<file path="src/rtl/pipeline_hazard_ctrl_if.sv">
// pipeline_hazard_ctrl_if: hazard-control bundle between the pipeline and its stall/flush sequencer
//   master (pipeline side): drives id_instr/id_valid/ex_instr/ex_valid/ex_br_taken,
//                           receives pc_en/ifid_en/ifid_flush/idex_en/idex_flush/exmem_bubble/busy
//   slave  (controller)   : the reverse directions
interface pipeline_hazard_ctrl_if;
    logic [15:0] id_instr;
    logic        id_valid;
    logic [15:0] ex_instr;
    logic        ex_valid;
    logic        ex_br_taken;
    logic        pc_en;
    logic        ifid_en;
    logic        ifid_flush;
    logic        idex_en;
    logic        idex_flush;
    logic        exmem_bubble;
    logic        busy;
    modport master (
        output id_instr, id_valid, ex_instr, ex_valid, ex_br_taken,
        input  pc_en, ifid_en, ifid_flush, idex_en, idex_flush, exmem_bubble, busy
    );
    modport slave (
        input  id_instr, id_valid, ex_instr, ex_valid, ex_br_taken,
        output pc_en, ifid_en, ifid_flush, idex_en, idex_flush, exmem_bubble, busy
    );
endinterface

</file>
<file path="src/rtl/pipeline_hazard_ctrl.sv">
// pipeline_hazard_ctrl: stall/flush sequencer for the 16-bit 5-stage pipeline (load-use, MUL/DIV, taken branch)
//   clk            : clock
//   rst            : asynchronous reset, active-low
//   hz (slave)     : IF/ID and ID/EX instructions, branch resolution in; PC/IF-ID/ID-EX/EX-MEM controls out
//   o_stall_cycles : saturating count of cycles with pc_en=0 (only with HAZ_PERF_CNT_EN)
//   o_flush_events : saturating count of cycles with ifid_flush=1 (only with HAZ_PERF_CNT_EN)
// Optional feature macro: HAZ_PERF_CNT_EN
module pipeline_hazard_ctrl #(
    parameter logic [3:0] OPC_LOAD = 4'hA,
    parameter logic [3:0] OPC_MUL  = 4'h8,
    parameter logic [3:0] OPC_DIV  = 4'h9,
    parameter int         MUL_LAT  = 4,
    parameter int         DIV_LAT  = 16
) (
    input  logic                  clk,
    input  logic                  rst,
`ifdef HAZ_PERF_CNT_EN
    pipeline_hazard_ctrl_if.slave hz,
    output logic [31:0]           o_stall_cycles,
    output logic [31:0]           o_flush_events
`else
    pipeline_hazard_ctrl_if.slave hz
`endif
);
    typedef enum logic [1:0] {RUN, LDSTALL, MCWAIT} state_t;
    // The first held cycle is spent in RUN, so MCWAIT starts counting at LAT-2.
    localparam logic [7:0] MUL_CNT = 8'(MUL_LAT - 2);
    localparam logic [7:0] DIV_CNT = 8'(DIV_LAT - 2);
    state_t     r_state, w_next;
    logic [7:0] r_cnt, w_cnt_next;
    logic       w_lu, w_mc;
    logic       w_pc_en, w_ifid_en, w_ifid_flush, w_idex_en, w_idex_flush, w_exmem_bubble;
    assign w_lu = hz.ex_valid && hz.ex_instr[15:12] == OPC_LOAD && hz.id_valid &&
                  (hz.id_instr[7:4] == hz.ex_instr[11:8] || hz.id_instr[3:0] == hz.ex_instr[11:8]);
    assign w_mc = hz.ex_valid && (hz.ex_instr[15:12] == OPC_MUL || hz.ex_instr[15:12] == OPC_DIV);
    always_comb begin
        w_pc_en        = 1'b1;
        w_ifid_en      = 1'b1;
        w_ifid_flush   = 1'b0;
        w_idex_en      = 1'b1;
        w_idex_flush   = 1'b0;
        w_exmem_bubble = 1'b0;
        w_next         = r_state;
        w_cnt_next     = r_cnt;
        if (!rst) begin
            w_pc_en        = 1'b0;
            w_ifid_en      = 1'b0;
            w_idex_en      = 1'b0;
            w_ifid_flush   = 1'b1;
            w_idex_flush   = 1'b1;
            w_exmem_bubble = 1'b1;
            w_next         = RUN;
            w_cnt_next     = 8'd0;
        end else begin
            case (r_state)
                RUN: begin
                    if (hz.ex_br_taken) begin
                        w_ifid_flush = 1'b1;
                        w_idex_flush = 1'b1;
                    end else if (w_mc) begin
                        w_pc_en        = 1'b0;
                        w_ifid_en      = 1'b0;
                        w_idex_en      = 1'b0;
                        w_exmem_bubble = 1'b1;
                        w_cnt_next     = hz.ex_instr[15:12] == OPC_DIV ? DIV_CNT : MUL_CNT;
                        w_next         = MCWAIT;
                    end else if (w_lu) begin
                        w_pc_en      = 1'b0;
                        w_ifid_en    = 1'b0;
                        w_idex_flush = 1'b1;
                        w_next       = LDSTALL;
                    end
                end
                LDSTALL: w_next = RUN;
                MCWAIT: begin
                    // Branch and load-use inputs are ignored until the release cycle hands back to RUN.
                    if (r_cnt != 8'd0) begin
                        w_pc_en        = 1'b0;
                        w_ifid_en      = 1'b0;
                        w_idex_en      = 1'b0;
                        w_exmem_bubble = 1'b1;
                        w_cnt_next     = r_cnt - 8'd1;
                    end else begin
                        w_next = RUN;
                    end
                end
                default: w_next = RUN;
            endcase
        end
    end
    always_ff @(posedge clk or negedge rst) begin
        if (!rst) begin
            r_state <= RUN;
            r_cnt   <= 8'd0;
        end else begin
            r_state <= w_next;
            r_cnt   <= w_cnt_next;
        end
    end
    assign hz.pc_en        = w_pc_en;
    assign hz.ifid_en      = w_ifid_en;
    assign hz.ifid_flush   = w_ifid_flush;
    assign hz.idex_en      = w_idex_en;
    assign hz.idex_flush   = w_idex_flush;
    assign hz.exmem_bubble = w_exmem_bubble;
    assign hz.busy         = rst && r_state != RUN;
`ifdef HAZ_PERF_CNT_EN
    logic [31:0] r_stall_cycles, r_flush_events;
    always_ff @(posedge clk or negedge rst) begin
        if (!rst) begin
            r_stall_cycles <= 32'd0;
            r_flush_events <= 32'd0;
        end else begin
            if (!w_pc_en && r_stall_cycles != 32'hFFFF_FFFF) r_stall_cycles <= r_stall_cycles + 32'd1;
            if (w_ifid_flush && r_flush_events != 32'hFFFF_FFFF) r_flush_events <= r_flush_events + 32'd1;
        end
    end
    assign o_stall_cycles = r_stall_cycles;
    assign o_flush_events = r_flush_events;
`endif
endmodule
</file>
<file path="src/flat_wrapper.sv">
// flat-port wrapper written by rule: the top's interface ports become plain ports
module pipeline_hazard_ctrl_flat 
#(
    parameter logic [3:0] OPC_LOAD = 4'hA,
    parameter logic [3:0] OPC_MUL  = 4'h8,
    parameter logic [3:0] OPC_DIV  = 4'h9,
    parameter int         MUL_LAT  = 4,
    parameter int         DIV_LAT  = 16
)
  (clk, rst, hz_id_instr, hz_id_valid, hz_ex_instr, hz_ex_valid, hz_ex_br_taken, hz_pc_en, hz_ifid_en, hz_ifid_flush, hz_idex_en, hz_idex_flush, hz_exmem_bubble, hz_busy);
  pipeline_hazard_ctrl_if hz_i ();
  input  logic clk;
  input  logic rst;
  input wire logic [$bits(hz_i.id_instr)-1:0] hz_id_instr;
  input wire logic [$bits(hz_i.id_valid)-1:0] hz_id_valid;
  input wire logic [$bits(hz_i.ex_instr)-1:0] hz_ex_instr;
  input wire logic [$bits(hz_i.ex_valid)-1:0] hz_ex_valid;
  input wire logic [$bits(hz_i.ex_br_taken)-1:0] hz_ex_br_taken;
  output wire logic [$bits(hz_i.pc_en)-1:0] hz_pc_en;
  output wire logic [$bits(hz_i.ifid_en)-1:0] hz_ifid_en;
  output wire logic [$bits(hz_i.ifid_flush)-1:0] hz_ifid_flush;
  output wire logic [$bits(hz_i.idex_en)-1:0] hz_idex_en;
  output wire logic [$bits(hz_i.idex_flush)-1:0] hz_idex_flush;
  output wire logic [$bits(hz_i.exmem_bubble)-1:0] hz_exmem_bubble;
  output wire logic [$bits(hz_i.busy)-1:0] hz_busy;
  assign hz_i.id_instr = hz_id_instr;
  assign hz_i.id_valid = hz_id_valid;
  assign hz_i.ex_instr = hz_ex_instr;
  assign hz_i.ex_valid = hz_ex_valid;
  assign hz_i.ex_br_taken = hz_ex_br_taken;
  assign hz_pc_en = hz_i.pc_en;
  assign hz_ifid_en = hz_i.ifid_en;
  assign hz_ifid_flush = hz_i.ifid_flush;
  assign hz_idex_en = hz_i.idex_en;
  assign hz_idex_flush = hz_i.idex_flush;
  assign hz_exmem_bubble = hz_i.exmem_bubble;
  assign hz_busy = hz_i.busy;
  pipeline_hazard_ctrl #(.OPC_LOAD(OPC_LOAD), .OPC_MUL(OPC_MUL), .OPC_DIV(OPC_DIV), .MUL_LAT(MUL_LAT), .DIV_LAT(DIV_LAT)) u_core (.clk(clk), .rst(rst), .hz(hz_i));
endmodule
</file>
<file path="config.mk">
export PLATFORM = sky130hd
export DESIGN_NAME = pipeline_hazard_ctrl_flat
export DESIGN_NICKNAME = d
export VERILOG_FILES = /design/src/rtl/pipeline_hazard_ctrl_if.sv /design/src/rtl/pipeline_hazard_ctrl.sv /design/src/flat_wrapper.sv
export SDC_FILE = /design/constraint.sdc
export NUM_CORES = 1
export LEC_CHECK = 0
export CAP_MARGIN = 10
export CORE_MARGIN = 2
export CORE_UTILIZATION = 35
export CTS_CLUSTER_DIAMETER = 60
export DETAILED_ROUTE_END_ITERATION = 8
export PLACE_DENSITY = 0.86
export SLEW_MARGIN = 20
export SYNTH_ARGS = -nofsm -noshare
export SYNTH_HDL_FRONTEND = slang
export SYNTH_SLANG_ARGS = --single-unit
export TNS_END_PERCENT = 50
</file>
<file path="constraint.sdc">
create_clock -name clk -period 2.1 [get_ports clk]
set_clock_uncertainty 0.05 [all_clocks]
set_input_delay 0.42 -clock clk [delete_from_list [all_inputs] [get_ports clk]]
set_output_delay 0.42 -clock clk [all_outputs]
set_load 0.05 [all_outputs]
</file>
Word-level counts from Yosys, hierarchy flattened
Cells that the tools add are included.
- register bits after elaboration: 10
- input port bits: 37
- add/sub/neg operators: 1
- eq/ne operators: 12
- mux-type cells: 35
- reductions and logical operators: 12
- operators with widths (kind ; number):
    two-way mux 8 bit ; 4
    two-way mux 1 bit ; 20
    one-hot mux 8 bit (2 select lines) ; 1
    == test 4 bit, second input constant ; 3
    two-way mux 2 bit ; 5
    == test 4 bit ; 2
    nonzero test 8 bit ; 1
    subtractor 8 x 1 -> 8 bit, second input constant ; 1
    != test 3 x 2 -> 1 bit, second input constant ; 2
    != test 3 bit, second input constant ; 2
    one-hot mux 1 bit (2 select lines) ; 3
    logical AND 1 bit ; 5
    two-way mux 4 bit ; 1
    != test 4 x 2 -> 1 bit, second input constant ; 1
    one-hot mux 2 bit (2 select lines) ; 1
    AND reduction 4 bit ; 1
    != test 3 x 1 -> 1 bit, second input constant ; 1
    AND reduction 3 bit ; 1
    == test 2 bit, second input constant ; 1
    zero test 2 bit ; 1
    logical OR 1 bit ; 2
    nonzero test 2 bit ; 1

Longest topological paths before layout
Gate-level depths: netlist of run 1.
- depth after elaboration: 9
- depth in mapped cells: 8

Worst setup path after synthesis of run 1
No wires, ideal clock.
- path type: reg-to-output
- start: register u_core.r_cnt[4]
- end: output hz_pc_en
- arrival time: 2.075 ns
- data required time: 1.630 ns
- path slack: -0.445 ns
- stages on the path, launching flop included: 7
- path buffers: 2
- cell sequence: dfrtp_1 > or4_4 > nor2_4 > or3_1 > buf_2 > o211a_1 > buf_4
- longest elaborated chain between the ends: 4
- ends and longest elaborated chain (item ; line ; RTL):
    from (decl) ; pipeline_hazard_ctrl.sv:30 ; logic [7:0] r_cnt, w_cnt_next;
    from (signal assigned) ; pipeline_hazard_ctrl.sv:97 ; r_cnt <= w_cnt_next;
    nonzero test 8 bit ; pipeline_hazard_ctrl.sv:77 ; if (r_cnt != 8'd0) begin
    two-way mux 1 bit ; n/a ;
    one-hot mux 1 bit (2 select lines) ; n/a ;
    two-way mux 1 bit ; n/a ;
    to (decl) ; flat_wrapper.sv:19 ; output wire logic [$bits(hz_i.pc_en)-1:0] hz_pc_en;
No other way between the ends.

Worst setup path in the final report of run 1
- start: register u_core.r_cnt[4]
- end: output hz_pc_en
- longest elaborated chain between the ends: 4
- ends and longest elaborated chain (item ; line ; RTL):
    nonzero test 8 bit ; pipeline_hazard_ctrl.sv:77 ;
    two-way mux 1 bit ; pipeline_hazard_ctrl.sv:77 ;
    one-hot mux 1 bit (2 select lines) ; pipeline_hazard_ctrl.sv:55 ; case (r_state)
    two-way mux 1 bit ; pipeline_hazard_ctrl.sv:45 ; if (!rst) begin
No other way between the ends.

==> results.toml, run 1 <==
[timing]
fin_crit_ns = 2.315
tightestPinTransition_ns = 0.4617
hold_violations = 0
period_share_pct = 110.3
max-slew-margin-rel_pct = 68.82
rsz0062_at_grt = "yes"
fmax_mhz = 431.9
tns_ns = -0.8142
maxSlewViolCount = 0
setup_ws_ns = -0.2155
finalSetupViolCount = 5

[setup_path]
crit_fanout = 3
cp-start-kind = "flip-flop"
r2r_end = "u_core.r_cnt[7]$_DFFE_PN0P_"
worstSetupPathType = "reg2out"
end_kind = "output port"
r2r_slack_ns = 0.24
max_stage_delay_ns = 0.57
crit_arrival_ns = 1.85
r2r-start = "u_core.r_cnt[4]$_DFFE_PN0P_"
crit_chain = "or4_4 -> nor2_4 -> or3_4 -> o211a_4 -> buf_8"
reg2regPathDepth = 5
crit_path_top_delay_cell = "or4_4"
timing.critical_path.required_ns = 1.63

[logic_synthesis]
syn_area_sq_um = 815.8
netlist_instances = 87
yosys.area.top_type = "dfrtp_1"
ys_top_cells_by_area = "dfrtp_1 (31%), xor2_1 (11%), a21boi_1 (3.7%), nor2_1 (3.7%), ha_1 (3.1%)"
synth_top_cell_area_share_pct = 30.67
synthArstFlopShare_pct = 100.0
synth-edff-count = 0
ys_ff_latch = 10
seq_area_frac_synth_pct = 30.67
syn-num-nets = 126
syn_area_per_cell_sq_um = 9.377
yosysUniqueCellTypes = 34
yosys_warnings = 0
synthFlopType = "dfrtp_1"
synth_common_cells = "dfrtp_1 (10), xor2_1 (10), nor2_1 (8)"

[clock_tree]
hold_buffers = 0
cts_root_buf = "clkbuf_4"
cts_tree = "done"
cts.path.max_buffers = 2
h-tree-depth = 1
clk_latency_ns = 0.26
cts_made_buffers = 3
clkTransAtPathRegs_ns = 0.07
cts.sinks = 10

[die]
die_w_um = 52.28
core_area_sq_um = 2212
io_pins = 44
dieArea_sq_um = 2733
rows = 17
initial_core_util_pct = 36.88
die_h_um = 52.28

[placed_design]
port_buffers = 27
gp_congestion = 0.8705
dp.cells = 156
hpwl_mm = 1.793

[global_route]
grt_pass1_vias = 946
grt_pass1_wl_mm = 4.360
grtUsageTotal_pct = 21.52
grt_max_degree = 15
grt-ovfl-total = 0
antenna_found_initial = 0

[detailed_routing]
vias = 928
wl_per_cell_um = 16.19
via_per_inst = 5.590
routed_wl_mm = 2.688
drtIter0Drc = 11
ant_nets = 0
first_pass_iters = 6
drc_errors = 0

[min_path]
worstHoldPathType = "in2async"

[pwr]
power-per-cell-area_nw_per_um2 = 394.8
p_leak_uw = 0.0006469
total_power_uw = 563.6
vdd_ir_drop_max_v = 0.0003102

[finish]
syn2layout_area_growth_pct = 75.00
n_antenna_cell = 0
nNetsFinal = 179
final_util_pct = 64.54
instances_no_fill = 166
drive_above_1_share_pct = 39.86

[run]
cap_violations = 0

[run_status]
violations = "negative setup slack"
outcome = "finished with violations"
==> state kept, by name (all words and copies together), names as in the netlist <==
register,cells
u_core.r_cnt,8
u_core.r_state,2
==> critical path: cells and delay by family, from the launching register on <==
family | cells | cell delay (ns)
DFF | 1 | 0.38
AOI/OAI and AO/OA | 1 | 0.18
and+or+nand+nor | 3 | 0.88
buffers and inverters | 1 | 0.15
==> kinds of logic (layout without fill, tap and decap cells) <==
kind of cell / count (synthesis) / after routing / synth area share [%]
compound gates: 19 / 19 / 19.63
xor+xnor: 10 / 10 / 10.74
fa+ha+maj: 2 / 2 / 3.067
buf+inv: 8 / 59 / 4.752
flops: 10 / 10 / 30.67
mux: 1 / 1 / 1.227
simple gates: 37 / 37 / 29.91
==> layer usage <==
layer  GRT usage, %  vias to the layer above  wire length [um]
met1          23.46                      433               970
met3          5.714                       14               208
met5              0                        -                 0
met2          39.17                       51              1405
li1               -                      430                 -
met4          8.120                        0               103
==> worst max path at each step <==
stage | from | endpoint
after global routing | u_core.r_cnt[4]$_DFFE_PN0P_ | hz_pc_en
after detailed placement | hz_ex_instr[15] | hz_pc_en
after floorplan | u_core.r_cnt[6]$_DFFE_PN0P_ | hz_pc_en
after CTS | u_core.r_cnt[3]$_DFFE_PN0P_ | hz_idex_en
final | u_core.r_cnt[4]$_DFFE_PN0P_ | hz_pc_en
after global placement | hz_ex_instr[11] | hz_ifid_en
==> area by class of cell <==
| cell class | count | area [sq um] |
|---|---|---|
| repair buffers | 52 | 506.7 |
| well taps | 28 | 35.03 |
| multi-input cells | 69 | 598.1 |
| clock buffers | 3 | 22.52 |
| fillers | 170 | 784.5 |
| inverters | 4 | 15.01 |
| flip-flops and latches | 10 | 250.2 |
==> where the power goes <==
group          total (uW)  internal (uW)  switching, uW
Clock                 129           66.0           62.8
Combinational         231            117            114
Sequential            203            199           4.82
==> through the flow <==
stage	setup slack, ns	cell area, sq um	hold WS (ns)
after CTS	-0.1912	1393	0.4874
after detailed placement	-0.4714	1287	0.5082
after floorplan	-0.1140	835.8	0.07441
final	-0.2155	1428	0.4897
after global placement	-0.4034	1287	0.4912
after global routing	-0.2648	1428	0.5117
==> layout by cell type (no fill, tap or decap), types with 3 or more instances in the layout <==
| master | n |
|---|---|
| clkbuf_4 | 3 |
| nand2_1 | 4 |
| clkdlybuf4s50_1 | 3 |
| dlygate4sd2_1 | 14 |
| dfrtp_1 | 10 |
| a21boi_1 | 4 |
| buf_4 | 24 |
| nor2_1 | 7 |
| o31ai_1 | 3 |
| inv_1 | 4 |
| xor2_1 | 10 |
| buf_12 | 5 |
| o21ai_0 | 3 |
==> timing repair <==
action | in CTS | in global routing
setup buffers | 4 | 3
endpoints found under the setup margin | 5 | 5
gates resized for setup | 36 | 2
pin swaps | 11 | 5
Power figures use the tool's default switching activity.
==> run 2, diff against run 1 <==
--- a/config.mk
+++ b/config.mk
@@ -5,12 +5,14 @@
 export SDC_FILE = /design/constraint.sdc
 export NUM_CORES = 1
 export LEC_CHECK = 0
+export ABC_CLOCK_PERIOD_IN_PS = 2100
 export CAP_MARGIN = 10
 export CORE_MARGIN = 2
 export CORE_UTILIZATION = 35
 export CTS_CLUSTER_DIAMETER = 60
 export DETAILED_ROUTE_END_ITERATION = 8
 export PLACE_DENSITY = 0.86
+export SKIP_CTS_REPAIR_TIMING = 1
 export SLEW_MARGIN = 20
 export SYNTH_ARGS = -nofsm -noshare
 export SYNTH_HDL_FRONTEND = slang
==> results.toml, run 2 (synthesis results as in run 1) <==
[finish]
final_common_cell = "buf_4"
instances_no_fill = 163
n_antenna_cell = 0
drive_above_1_share_pct = 37.78
largestRegisters = "u_core.r_cnt x8, u_core.r_state x2"
max_flop_register = "u_core.r_cnt"
most-common-layout-cells = "buf_4 (21), dlymetal6s2s_1 (17), xor2_1 (10), dfrtp_1 (10), nor2_1 (7)"
nNetsFinal = 176
syn2layout_area_growth_pct = 80.98
largest_reg_flops = 8

[placed_design]
port_buffers = 27
gp_congestion = 0.8705
dp.cells = 156
hpwl_mm = 1.793

[global_route]
grtUsageTotal_pct = 17.66
grt_pass1_wl_mm = 3.663
grt_pass1_vias = 836
grt-ovfl-total = 0
grt_max_degree = 15
antenna_found_initial = 0

[timing]
rsz0062_at_grt = "yes"
fin_crit_ns = 2.310
hold_violations = 0
finalSetupViolCount = 5
max-slew-margin-rel_pct = 72.24
maxSlewViolCount = 0
finalHoldWorstSlack_ns = 0.4826
setup_ws_ns = -0.2105
fmax_mhz = 432.8
tightestPinTransition_ns = 0.4110
period_share_pct = 110.0

[setup_path]
r2r_slack_ns = 0.23
startpoint = "u_core.r_cnt[4]$_DFFE_PN0P_"
crit_end = "hz_pc_en"
worstSetupPathType = "reg2out"
timing.critical_path.required_ns = 1.63
end_kind = "output port"
r2r-start = "u_core.r_cnt[1]$_DFFE_PN0P_"
reg2regPathDepth = 5
crit_fanout = 3
cp-start-kind = "flip-flop"
crit_arrival_ns = 1.84
r2r_end = "u_core.r_cnt[4]$_DFFE_PN0P_"

[detailed_routing]
drc_errors = 0
via_per_inst = 5.387
vias = 878
routed_wl_mm = 2.528
wl_per_cell_um = 15.51
first_pass_iters = 4
drtIter0Drc = 14
ant_nets = 0

[pwr]
power-per-cell-area_nw_per_um2 = 383.9
p_leak_uw = 0.0007656
vdd_ir_drop_max_v = 0.0003331

[die]
initial_core_util_pct = 36.88
die_h_um = 52.28
die_w_um = 52.28
core_area_sq_um = 2212
rows = 17
io_pins = 44
dieArea_sq_um = 2733

[clock_tree]
cts_made_buffers = 3
cts.sinks = 10
h-tree-depth = 1
cts_tree = "done"
cts.path.max_buffers = 2
cts_root_buf = "clkbuf_4"
clk_latency_ns = 0.26
clkTransAtPathRegs_ns = 0.07

[run]
cap_violations = 0

[run_status]
violations = "negative setup slack"
outcome = "finished with violations"

[min_path]
worstHoldPathType = "in2async"
==> run 2: cell type report <==
| cell class | instances | area [sq um] |
|---|---|---|
| multi-input combinational | 69 | 611.8 |
| sequential | 10 | 250.2 |
| fill | 154 | 735.7 |
| inverter | 4 | 15.01 |
| tap | 28 | 35.03 |
| timing repair buffer | 49 | 541.8 |
| clock buffer | 3 | 22.52 |
==> run 2: how the worst min path moves through the flow <==
stage / slack [ns] / start / cells past startpoint / end
3_5_place_dp: 0.51 / u_core.r_cnt[7]$_DFFE_PN0P_ / 2 / u_core.r_cnt[7]$_DFFE_PN0P_
4_1_cts: 0.49 / rst / 2 / u_core.r_cnt[7]$_DFFE_PN0P_
5_1_grt: 0.50 / rst / 2 / u_core.r_cnt[3]$_DFFE_PN0P_
2_1_floorplan: 0.07 / rst / 0 / u_core.r_cnt[0]$_DFFE_PN0P_
6_report: 0.48 / rst / 2 / u_core.r_cnt[3]$_DFFE_PN0P_
3_3_place_gp: 0.49 / u_core.r_cnt[6]$_DFFE_PN0P_ / 2 / u_core.r_cnt[6]$_DFFE_PN0P_
==> run 2: metrics by stage <==
step	power [uW]	worst slack, ns	TNS, ns	util (%)	area [sq um]
CTS	542.0	-0.4735	-2.038	59.22	1310
floorplan	316.2	-0.1140	-0.1864	-	835.8
finish	566.7	-0.2105	-0.7380	66.74	1476
global route	595.6	-0.2769	-1.026	66.74	1476
global placement	410.8	-0.4034	-2.008	58.20	1287
detailed placement	418.1	-0.4714	-2.758	58.20	1287
==> run 2: where the power goes <==
group / switching, uW / total [uW] / internal [uW]
Clock: 61.7 / 128 / 66.0
Sequential: 5.22 / 204 / 199
Combinational: 113 / 235 / 122
==> run 2: routing by layer <==
metal  wire, um  track usage, %  vias up
met2       1381           31.46       39
li1           -               -      421
met4          0           3.419        0
met5          0               0        -
met3        163           4.286        0
met1        983           21.40      418
==> run 2: worst max-delay path, stage by stage, from the launching register on <==
cell and delay [ns]:
dfrtp_1 0.38, or4_4 0.57, nor2_4 0.12, or3_4 0.17, o211a_4 0.19, buf_8 0.14
